`src/rtl/fnd_pkg.sv`:
```
// Shared constants for the multiplexed 7-segment scan controller:
// segment bit positions and the hex font table (active-low, dp excluded).
package fnd_pkg;

    localparam int SEG_A  = 0;
    localparam int SEG_B  = 1;
    localparam int SEG_C  = 2;
    localparam int SEG_D  = 3;
    localparam int SEG_E  = 4;
    localparam int SEG_F  = 5;
    localparam int SEG_G  = 6;
    localparam int SEG_DP = 7;

    // Entry n holds segments g..a for hex digit n, low = lit.
    localparam logic [15:0][6:0] FONT_TABLE = {
        7'h0E, 7'h06, 7'h21, 7'h46,
        7'h03, 7'h08, 7'h10, 7'h00,
        7'h78, 7'h02, 7'h12, 7'h19,
        7'h30, 7'h24, 7'h79, 7'h40
    };

endpackage

```
`src/rtl/fnd_font_decoder.sv`:
```
// Combinational hex nibble to active-low a-g segment decoder.
module fnd_font_decoder
    import fnd_pkg::*;
(
    input  logic [3:0] nibble,
    output logic [6:0] segments
);

    assign segments = FONT_TABLE[nibble];

endmodule

```
`src/rtl/fnd_scan_controller.sv`:
```
// Multiplexed 7-segment scanner with tear-free shadow loading.
// Define FND_LZB_EN to blank leading zero digits.
module fnd_scan_controller
    import fnd_pkg::*;
#(
    parameter int DIGITS  = 4,
    parameter int CLK_DIV = 100000
) (
    input  logic                  i_clk,
    input  logic                  i_reset,
    input  logic                  i_en,
    input  logic                  i_load,
    input  logic [4*DIGITS-1:0]   i_value,
    input  logic [DIGITS-1:0]     i_dp,
    output logic [DIGITS-1:0]     o_digit,
    output logic [7:0]            o_font,
    output logic                  o_busy,
    output logic                  o_frame_done
);

    localparam int IW = $clog2(DIGITS);
    localparam int CW = $clog2(CLK_DIV);

    logic [CW-1:0]         presc;
    logic [IW-1:0]         scan;
    logic [4*DIGITS-1:0]   active_value;
    logic [4*DIGITS-1:0]   shadow_value;
    logic [DIGITS-1:0]     active_dp;
    logic [DIGITS-1:0]     shadow_dp;
    logic                  pending;
    logic                  tick;
    logic                  wrap;
    logic [3:0]            nibble;
    logic [6:0]            segments;
    logic                  blank;

    assign tick         = (presc == CW'(CLK_DIV - 1));
    assign wrap         = tick && (scan == IW'(DIGITS - 1));
    assign o_busy       = pending;
    assign o_frame_done = wrap;
    assign nibble       = active_value[{scan, 2'b00} +: 4];

    fnd_font_decoder u_font (
        .nibble   (nibble),
        .segments (segments)
    );

`ifdef FND_LZB_EN
    logic [DIGITS-1:0] blank_mask;
    logic              zero_run;

    // Digit i is blank when it and every digit above it are zero.
    always_comb begin
        blank_mask = '0;
        zero_run   = 1'b1;
        for (int i = DIGITS - 1; i >= 1; i--) begin
            zero_run      = zero_run && (active_value[4*i +: 4] == 4'h0);
            blank_mask[i] = zero_run;
        end
    end

    assign blank = blank_mask[scan];
`else
    assign blank = 1'b0;
`endif

    always_ff @(posedge i_clk) begin
        if (i_reset) begin
            presc <= '0;
            scan  <= '0;
        end else begin
            presc <= tick ? '0 : presc + CW'(1);
            if (tick) begin
                scan <= wrap ? '0 : scan + IW'(1);
            end
        end
    end

    // Shadow is only promoted at a frame boundary so a frame never tears.
    always_ff @(posedge i_clk) begin
        if (i_reset) begin
            active_value <= '0;
            active_dp    <= '0;
            shadow_value <= '0;
            shadow_dp    <= '0;
            pending      <= 1'b0;
        end else if (i_load && wrap) begin
            active_value <= i_value;
            active_dp    <= i_dp;
            shadow_value <= i_value;
            shadow_dp    <= i_dp;
            pending      <= 1'b0;
        end else if (i_load) begin
            shadow_value <= i_value;
            shadow_dp    <= i_dp;
            pending      <= 1'b1;
        end else if (wrap && pending) begin
            active_value <= shadow_value;
            active_dp    <= shadow_dp;
            pending      <= 1'b0;
        end
    end

    always_ff @(posedge i_clk) begin
        if (i_reset || !i_en) begin
            o_digit <= '1;
            o_font  <= 8'hFF;
        end else begin
            o_digit <= ~(DIGITS'(1) << scan);
            o_font  <= {~active_dp[scan], blank ? 7'h7F : segments};
        end
    end

endmodule

```
`config.mk`:
```
export PLATFORM = sky130hd
export DESIGN_NAME = fnd_scan_controller
export DESIGN_NICKNAME = d
export VERILOG_FILES = /design/src/rtl/fnd_pkg.sv /design/src/rtl/fnd_font_decoder.sv /design/src/rtl/fnd_scan_controller.sv
export SDC_FILE = /design/constraint.sdc
export NUM_CORES = 1
export LEC_CHECK = 0
export BUFFER_PORTS_ARGS = -buffer_cell sky130_fd_sc_hd__buf_2
export CORE_AREA = 5 5 98 100
export CTS_CLUSTER_SIZE = 14
export DETAILED_ROUTE_END_ITERATION = 16
export DIE_AREA = 0 0 103 105
export GPL_TIMING_DRIVEN = 0
export SYNTH_ARGS = -nofsm -noshare
export SYNTH_HDL_FRONTEND = slang
export SYNTH_HIERARCHICAL = 1
export SYNTH_SLANG_ARGS = --single-unit
```
`constraint.sdc`:
```
create_clock -name i_clk -period 5.3 [get_ports i_clk]
set_input_delay 1.06 -clock i_clk [delete_from_list [all_inputs] [get_ports i_clk]]
set_output_delay 1.06 -clock i_clk [all_outputs]
set_load 0.005 [all_outputs]
```
### Yosys cells after proc, flatten, opt, wreduce, memory -nomap -nowiden

Memories as Yosys holds them, arrays and structs flattened. A register that Yosys moved wholly into a read port is not among the register bits.
Index checks and enable logic that the tools add are counted.

| word-level totals | value |
|---|---|
| flip-flop bits (word level) | 72 |
| bits in writable memories | 0 |
| bits in read-only memories | 112 |
| output and inout bits | 14 |
| latch bits | 0 |
| memories kept | 1 |

| operators by class | value |
|---|---|
| divide/modulo/power cells | 0 |
| equal/unequal tests | 3 |
| add/subtract/negate cells | 2 |
| multiply operators | 0 |
| reduce and logical (&&, ||, !) cells | 11 |
| multiplexer cells | 16 |
| bitwise operators | 2 |
| shift-type cells | 2 |
| order comparisons | 2 |

Memories:

| name | depth | width | read ports | clocked after Yosys merged registers in | write ports | line | text |
|---|---|---|---|---|---|---|---|
| (name not given) | 16 | 7 | 1 | 1 | 0 | fnd_font_decoder.sv:9 | `assign segments = FONT_TABLE[nibble];` |

Operators with widths:

| cell | count |
|---|---|
| $mux W16 | 5 |
| $mux W4 | 5 |
| $add A17 B1 Y17 const B | 1 |
| $eq A17 B17 Y1 const B | 1 |
| $shiftx A16 B5 Y4 | 1 |
| $mux W7 | 1 |
| $reduce_bool A2 Y1 | 3 |
| $lt A4 B5 Y1 const B | 1 |
| $not A4 Y4 | 1 |
| $reduce_or A2 Y1 | 2 |
| $shl A1 B2 Y4 const A | 1 |
| $logic_and A1 B1 Y1 | 3 |
| $lt A2 B3 Y1 const B | 1 |
| $mux W1 | 3 |
| $add A2 B1 Y2 const B | 1 |
| $bmux W1 S2 | 1 |
| $eq A2 B2 Y1 const B | 1 |
| $mux W2 | 1 |
| $ne A2 B1 Y1 const B | 1 |
| $reduce_and A2 Y1 | 1 |
| $logic_not A1 Y1 | 1 |
| $logic_or A1 B1 Y1 | 1 |
| $not A1 Y1 | 1 |

### Logic depth before layout (Yosys ltp)

Gate-level depths: netlist of the first run.

| logic depth | value |
|---|---|
| depth in word-level cells | 6 |
| gate-level depth with buffers | 8 |

### By module

Netlist of the first run, hierarchy kept.

By module, submodules not included:

| module | seq. area each (um2) | cells an instance | area an instance (um2) | times used |
|---|---|---|---|---|
| fnd_scan_controller | 1441.4 | 279 | 3067.9 | 1 |
| fnd_font_decoder | 0.0 | 32 | 275.3 | 1 |

### Worst setup path after synthesis of the first run

OpenSTA, ideal clock, no wires.

| timing path | value |
|---|---|
| kind | input to register |
| start | input i_load |
| end | register active_dp[0] |
| path buffers | 3 |
| slack | 2842 ps |
| stages | 6 |
| data arrival time | 2337 ps |
| setup time | 121 ps |
| cell sequence | buf_4 > or2_2 > or4b_1 > buf_6 > buf_12 > mux2_4 |

| between the ends | value |
|---|---|
| longest elaborated chain between the ends | 3 |

Ends and longest elaborated chain:

| item | line | text |
|---|---|---|
| start: declaration | fnd_scan_controller.sv:12 | `input logic i_load,` |
| $logic_and A1 B1 Y1 | fnd_scan_controller.sv:87 | `end else if (i_load && wrap) begin` |
| $ne A2 B1 Y1 (no line) / $reduce_bool A2 Y1 (equally long branches) | n/a |  |
| $reduce_and A2 Y1 (no line) | n/a |  |
| end signal: assignment | fnd_scan_controller.sv:89 | `active_dp <= i_dp;` |
| end signal: assignment | fnd_scan_controller.sv:99 | `active_dp <= shadow_dp;` |
| end: declaration | fnd_scan_controller.sv:28 | `logic [DIGITS-1:0] active_dp;` |

Parallel ways exist; a longest one is shown, timed or not.
A chain may end at the register's enable or synchronous reset.

### Final worst setup path of the first run

| timing path | value |
|---|---|
| start | register presc[8] |
| end | output o_frame_done |

| between the ends | value |
|---|---|
| longest elaborated chain between the ends | 2 |

Ends and longest elaborated chain:

| item | line | text |
|---|---|---|
| start: declaration | fnd_scan_controller.sv:24 | `logic [CW-1:0] presc;` |
| start signal: assignment | fnd_scan_controller.sv:72 | `presc <= tick ? '0 : presc + CW'(1);` |
| $eq A17 B17 Y1 | fnd_scan_controller.sv:37 | `assign tick = (presc == CW'(CLK_DIV - 1));` |
| $logic_and A1 B1 Y1 | fnd_scan_controller.sv:38 | `assign wrap = tick && (scan == IW'(DIGITS - 1));` |
| end: declaration | fnd_scan_controller.sv:18 | `output logic o_frame_done` |

Every way passes these cells.

==> summary.txt, run 1 <==
Final layout
  – Design area: slightly below 0.004 mm2
  – Synthesis-to-finish area growth: 16.0%
  – ANT cells: 0
  – Final nets: 394
  – Share of layout cells above drive strength 1: between 20% and 30%
  – Fill cell count: 843

Logic synthesis
  – Synth unique cells: 48
  – Ys flop type: dfxtp_1
  – Syn_nets: around 350
  – Synth area leaders: dfxtp_1, mux2i_1, nor2_1, ha_1, mux2_4
  – Top-count cell post-synth: dfxtp_1
  – Mean Syn Cell Area: approximately 11 um2
  – #FFs+latches synth: between 70 and 80
  – Mapped cell area: ~0.0033 mm2
  – Synth warn: 6
  – Most frequent cells after synthesis: dfxtp_1, nor2_1, mux2i_1
  – Sequential area share after synthesis: 43.1%
  – Number of synthesized flops with an enable pin: 0
  – Yosys top cell by area: dfxtp_1
  – Top cell type's share of synthesized area: 43.1%
  – Syn Inst Count: between 300 and 400
  – Post-synth ARST share: 0%

Timing
  – Final hold vios: 0
  – Clk_skew: 0.0106 ns
  – Setup TNS: 0 ns
  – Worst slew pin tran: 0.742 ns
  – Setup Viol. Count Final: 0
  – Min Tclk post-route: 3.06 ns
  – Fin. max-slew vios: 0
  – RSZ-0062 raised after global routing: false
  – F_max: 327 MHz
  – Fin crit share: between 50% and 60%
  – Rel. slew slack: approximately half

Min path
  – HP Start: presc[0]$_SDFF_PP0_
  – WHS Path Cells: 1
  – Hold/Removal Path Class: reg -> reg
  – Worst Hold Path EP: presc[0]$_SDFF_PP0_

Placed design
  – GPL Wtd Cong: 0.777
  – Post-Place Cell Area: 0.00366 mm2
  – Port Buffers: 36
  – Hpwl dp: 4670 um

Worst setup path
  – Worst EP arrival: about 2.0 ns
  – Worst Setup Path Type: reg -> out
  – Reg2reg end: o_font[0]$_SDFF_PP1_
  – Reg2reg path depth: 8
  – R2r setup slk: 2.66 ns
  – Crit. Startpoint: presc[8]$_SDFF_PP0_
  – CP Capture Type: output port
  – Slowest-stage cell, CP: or4b_4
  – Critical path peak fanout: 7
  – CP peak stage delay: between 0.5 and 0.6 ns
  – Req. time, crit path: 4.24 ns
  – Worst r2r src: scan[0]$_SDFFE_PP0P_
  – Crit path launch type: register
  – CP Cell Sequence: buf_4, or4b_4, nor3_1, and3_1, buf_2

Floorplanning
  – Die X-Extent: roughly 100 um
  – Area of the die: 0.0108 mm2
  – I/O Pins: 38
  – Initial cell density of the core: 38.9%
  – Die H: roughly 110 um
  – FP Rows: 34
  – Core area: 0.00859 mm2

Clock tree
  – CTS tree: built
  – Clock transition at path regs: roughly 0.080 ns
  – Root buf cell: clkbuf_8
  – # clock sinks: 72
  – Clock latency on the worst-skew pair: 0.34 ns
  – Clock tree buffer depth: 2
  – CTS resizes: 0
  – Post-CTS setup buffers: 0
  – Clock H-tree levels: 3
  – Total CTS buffers: 9
  – Cts hold-fix bufs: 0

Run status
  – Status: finished clean

GRT
  – Antenna violations before repair: 0
  – Total grt overflow: 0
  – GRT met2 Usage: 20.0%
  – First-pass GRT wire length: 10600 um
  – GRT Max-Usage Layer: met2
  – Grt met3 use: 3.80%
  – Largest net degree at the start of global routing: 13
  – Met1 Track Usage GR: about 16%
  – Vias in the first global route: 2224
  – GRT Util Overall: 12.5%

Detailed routing
  – DRC errors left: 0
  – Via/cell ratio: 4.74
  – Routed vias: ~2200
  – Total Wirelength: 6210 um
  – Post-DRT Antenna Nets: 0
  – WL/cell: 13.2 um
  – First-pass DRT Iterations: 4
  – Initial DRC count: 55

Flow run
  – Max Cap Viol: 0

Power and ir drop
  – Highest ir drop seen on vdd: 128 uV
  – Pwr dens: 282 mW/mm2
  – Total power: 1090 uW
  – LEAKAGE: 0.00165 uW
## final cells by class
| type | count | area (um2) | share of cell area, % |
|---|---|---|---|
| well taps | 108 | 135 | 3.48 |
| repair buffers | 36 | 180 | 4.65 |
| inverters | 9 | 33.8 | 0.871 |
| plain buffers | 19 | 140 | 3.61 |
| flip-flops and latches | 72 | 1440 | 37.2 |
| clock buffers | 10 | 138 | 3.55 |
| clock inverters | 6 | 82.6 | 2.13 |
| multi-input cells | 211 | 1730 | 44.5 |
## metrics by stage
stage	instances	setup WS, ns	hold WS (ns)	util, %
global placement	455	2.64	0.456	42.6
finish	471	2.24	0.478	45.1
floorplan	311	2.84	0.437	-
global route	471	2.13	0.535	45.1
CTS	471	2.21	0.481	45.1
detailed placement	455	2.61	0.462	42.6
## worst max-delay path, delay by kind of cell, from the launching register on
family / cells / cell delay [ns]
AND/OR/NAND/NOR: 3 / 1.07
flip-flops: 1 / 0.30
buffers and inverters: 2 / 0.28
## report_power, final
| group | leakage (uW) | switching (uW) | total [uW] | internal (uW) |
|---|---|---|---|---|
| clock | 0.000112 | 202 | 477 | 275 |
| sequential | 0.000587 | 6.10 | 561 | 555 |
| combinational | 0.000949 | 29.4 | 56.2 | 26.8 |
| total | 0.00165 | 238 | 1090 | 857 |
## state kept, by name (all words and copies together), names as in the netlist
register and cells:
active_dp 4, shadow_value 16, active_value 16, o_digit 4, shadow_dp 4, scan 2, o_font 8, presc 17
o_busy 1
## layout by cell type (no fill, tap or decap), types with 2 or more instances in the layout
master and n:
a21oi_1 3, a22o_1 12, and2b_1 6, and2b_2 5, and3_1 2, and4b_1 2, buf_1 2, buf_2 38
buf_4 5, buf_6 4, bufinv_16 2, clkbuf_1 4, clkbuf_8 10, clkinv_2 3, dfxtp_1 72, ha_1 12
inv_1 9, mux2_2 6, mux2_4 10, mux2i_1 25, mux4_2 5, nand2_1 9, nand2b_1 8, nand3_1 8
nand4_1 7, nor2_1 44, nor2b_1 7, nor3_1 3, nor4_1 4, o21ai_0 2, xnor2_1 9, xor2_1 5
## cells by family after synthesis
group	after synthesis	share of synthesized area, %
compound gates	20	4.68
xor+xnor	14	3.67
fa+ha+maj	12	4.49
buf+inv	28	5.20
flops	72	43.1
mux	47	18.2
simple gates	118	20.7
## layer usage
layer / routed length (um) / vias up
met4: 83 / 0
met5: 0 / -
li1: - / 1174
met3: 234 / 9
met1: 2960 / 1019
met2: 2930 / 30
## worst max-delay path by stage
stage | endpoint | slack (ns) | cells past startpoint
after floorplan | active_dp[0]$_SDFFE_PP0P_ | 2.84 | 6
after global placement | o_frame_done | 2.64 | 5
after detailed placement | o_font[0]$_SDFF_PP1_ | 2.61 | 8
after CTS | o_frame_done | 2.21 | 5
after global routing | o_frame_done | 2.13 | 5
final | o_frame_done | 2.24 | 5
Power figures use the tool's default switching activity.
==> run 2: changes to the inputs <==
==> constraint.sdc (replaced) <==
create_clock -name i_clk -period 2.6 [get_ports i_clk]
set_input_delay 0.52 -clock i_clk [delete_from_list [all_inputs] [get_ports i_clk]]
set_output_delay 0.52 -clock i_clk [all_outputs]
set_load 0.005 [all_outputs]
==> summary.txt, run 2 (same netlist as run 1, synthesis figures left out) <==
Final layout
  – Most common cell after layout, fill and taps aside: dfxtp_1 (unchanged)
  – Share of layout cells above drive strength 1: 27.3% (was 26.7%)
  – Synthesis-to-finish area growth: 16.3% (was 16.0%)
  – Footprint of the multi-input gates: 0.00173 mm2 (about the same)
  – Top reg by flops: presc (unchanged)
  – Final nets: 394 (unchanged)
  – Largest register FFs: 17 (unchanged)
  – Most frequent cells in the layout: dfxtp_1, nor2_1, buf_2, mux2i_1 (unchanged)
  – ANT cells: 0 (unchanged)
  – Sequential cell area: 0.00144 mm2 (unchanged)
  – Fill cell count: 843 (unchanged)
  – Largest registers: presc x17, active_value x16, shadow_value x16 (unchanged)

Floorplanning
  – Die H: 105 um (unchanged)
  – Initial cell density of the core: 38.9% (unchanged)
  – Area of the die: 0.0108 mm2 (unchanged)
  – I/O Pins: 38 (unchanged)
  – Core area: 0.00859 mm2 (unchanged)
  – Die X-Extent: 103 um (unchanged)
  – FP Rows: 34 (unchanged)

Run status
  – Status: finished clean (unchanged)

Worst setup path
  – Worst r2r src: scan[0]$_SDFFE_PP0P_ (unchanged)
  – Reg2reg end: o_font[0]$_SDFF_PP1_ (unchanged)
  – Worst EP arrival: 1.89 ns (was 2.00 ns)
  – R2r setup slk: 0.19 ns (was 2.66 ns)
  – Worst Setup Path Type: reg -> out (unchanged)
  – Reg2reg path depth: 8 (unchanged)
  – Req. time, crit path: 2.08 ns (was 4.24 ns)
  – Slowest-stage cell, CP: or4b_4 (unchanged)
  – CP Capture Type: output port (unchanged)
  – CP peak stage delay: 0.56 ns (about the same)
  – Critical path peak fanout: 7 (unchanged)
  – Crit path launch type: register (unchanged)
  – CP Cell Sequence: buf_4, or4b_4, nor3_2, and3_1, buf_2 (was buf_4, or4b_4, nor3_1, and3_1, buf_2)

Detailed routing
  – First-pass DRT Iterations: 4 (unchanged)
  – DRC errors left: 0 (unchanged)
  – Initial DRC count: 39 (was 55)
  – WL/cell: 13.2 um (about the same)
  – Routed vias: 2256 (was 2232)
  – Via/cell ratio: 4.79 (was 4.74)
  – Post-DRT Antenna Nets: 0 (unchanged)
  – Total Wirelength: 6230 um (was 6210 um)

Timing
  – Min Tclk post-route: 2.41 ns
  – Setup Viol. Count Final: 0 (unchanged)
  – Rel. slew slack: 50.5% (about the same)
  – F_max: 414 MHz
  – Worst slew pin tran: 0.742 ns (about the same)
  – Clk_skew: 0.00997 ns (was 0.0106 ns)
  – Fin. max-slew vios: 0 (unchanged)
  – RSZ-0062 raised after global routing: false (unchanged)
  – Fin crit share: 92.8%
  – Final hold vios: 0 (unchanged)
  – Setup TNS: 0 ns (unchanged)

Clock tree
  – Post-CTS setup buffers: 0 (unchanged)
  – Cts hold-fix bufs: 0 (unchanged)
  – Clock transition at path regs: 0.08 ns (about the same)
  – CTS resizes: 1 (was 0)
  – Clock H-tree levels: 3 (unchanged)
  – Clock tree buffer depth: 2 (unchanged)
  – Root buf cell: clkbuf_8 (unchanged)
  – CTS tree: built (unchanged)
  – # clock sinks: 72 (unchanged)
  – Total CTS buffers: 9 (unchanged)
  – Clock latency on the worst-skew pair: 0.35 ns (was 0.34 ns)

GRT
  – GRT met2 Usage: 20.0% (unchanged)
  – GRT Util Overall: 12.5% (unchanged)
  – Largest net degree at the start of global routing: 13 (unchanged)
  – Antenna violations before repair: 0 (unchanged)
  – Grt met3 use: 3.80% (unchanged)
  – Met1 Track Usage GR: 15.6% (unchanged)
  – First-pass GRT wire length: 10600 um (unchanged)
  – Total grt overflow: 0 (unchanged)
  – Vias in the first global route: 2224 (unchanged)
  – GRT Max-Usage Layer: met2 (unchanged)

Power and ir drop
  – P_int: 1750 uW (was 857 uW)
  – Clock power share: 43.7% (was 43.6%)
  – Sw Pwr: 488 uW (was 238 uW)
  – Total power: 2230 uW (was 1090 uW)
  – Pwr dens: 575 mW/mm2 (was 282 mW/mm2)
  – Highest ir drop seen on vdd: 259 uV (was 128 uV)
  – Switching share of power: 21.8% (was 21.7%)
  – Flop pwr share: 51.2% (was 51.3%)
  – LEAKAGE: 0.00165 uW (about the same)
  – Comb pwr share: 5.1% (about the same)

Min path
  – WHS Path Cells: 3 (was 1)
  – HP Start: i_value[9] (was presc[0]$_SDFF_PP0_)
  – Hold/Removal Path Class: in -> reg (was reg -> reg)
  – Worst Hold Path EP: shadow_value[9]$_SDFFE_PP0P_ (was presc[0]$_SDFF_PP0_)

Placed design
  – Port Buffers: 36 (unchanged)
  – Hpwl dp: 4670 um (unchanged)
  – GPL Wtd Cong: 0.777 (unchanged)

Flow run
  – Max Cap Viol: 0 (unchanged)
run 2: cell counts in the layout (fill, tap and decap cells not counted):
Identical to the previous run, type by type.
run 2: worst max path at each step:
stage	from	to	slack (ns)
6_report	presc[8]$_SDFF_PP0_	o_frame_done	0.19
5_1_grt	scan[0]$_SDFFE_PP0P_	o_font[0]$_SDFF_PP1_	0.02
4_1_cts	presc[8]$_SDFF_PP0_	o_frame_done	0.05
3_5_place_dp	scan[0]$_SDFFE_PP0P_	o_font[0]$_SDFF_PP1_	-0.09
3_3_place_gp	scan[0]$_SDFFE_PP0P_	o_font[0]$_SDFF_PP1_	-0.03
2_1_floorplan	scan[0]$_SDFFE_PP0P_	o_font[0]$_SDFF_PP1_	0.23
run 2: metal layers:
layer	up-vias	routed length, um
met5	-	0
met4	0	85
met3	9	253
met2	37	2960
met1	1029	2930
li1	1181	-
run 2: worst max-delay path: cells and delay by family, from the launching register on:
family                 cells  cell delay [ns]
DFF                        1             0.30
and+or+nand+nor            3             0.95
buffers and inverters      2             0.29
run 2: area by class of cell:
type	instances	area share (%)
clock buffers	10	3.54
flip-flops and latches	72	37.1
multi-input cells	211	44.6
plain buffers	19	3.70
clock inverters	6	2.12
inverters	9	0.869
repair buffers	36	4.63
well taps	108	3.48
run 2: power groups by stage:
| stage | clock [uW] | combinational [uW] | sequential (uW) |
|---|---|---|---|
| CTS | 1000 | 118 | 1140 |
| global placement | 0 | 116 | 1170 |
| finish | 977 | 115 | 1140 |
| global route | 1050 | 129 | 1150 |
| floorplan | 0 | 72.5 | 1170 |
| detailed placement | 0 | 118 | 1170 |
run 2: stage by stage:
| step | area [um2] | cells | setup WS [ns] | hold WS [ns] | util (%) |
|---|---|---|---|---|---|
| 3_3_place_gp | 3660 | 455 | -0.0341 | 0.456 | 42.6 |
| 4_1_cts | 3880 | 471 | 0.0519 | 0.416 | 45.2 |
| 6_report | 3890 | 471 | 0.186 | 0.423 | 45.2 |
| 2_1_floorplan | 3340 | 311 | 0.227 | 0.437 | - |
| 5_1_grt | 3890 | 471 | 0.0206 | 0.441 | 45.2 |
| 3_5_place_dp | 3660 | 455 | -0.0911 | 0.462 | 42.6 |
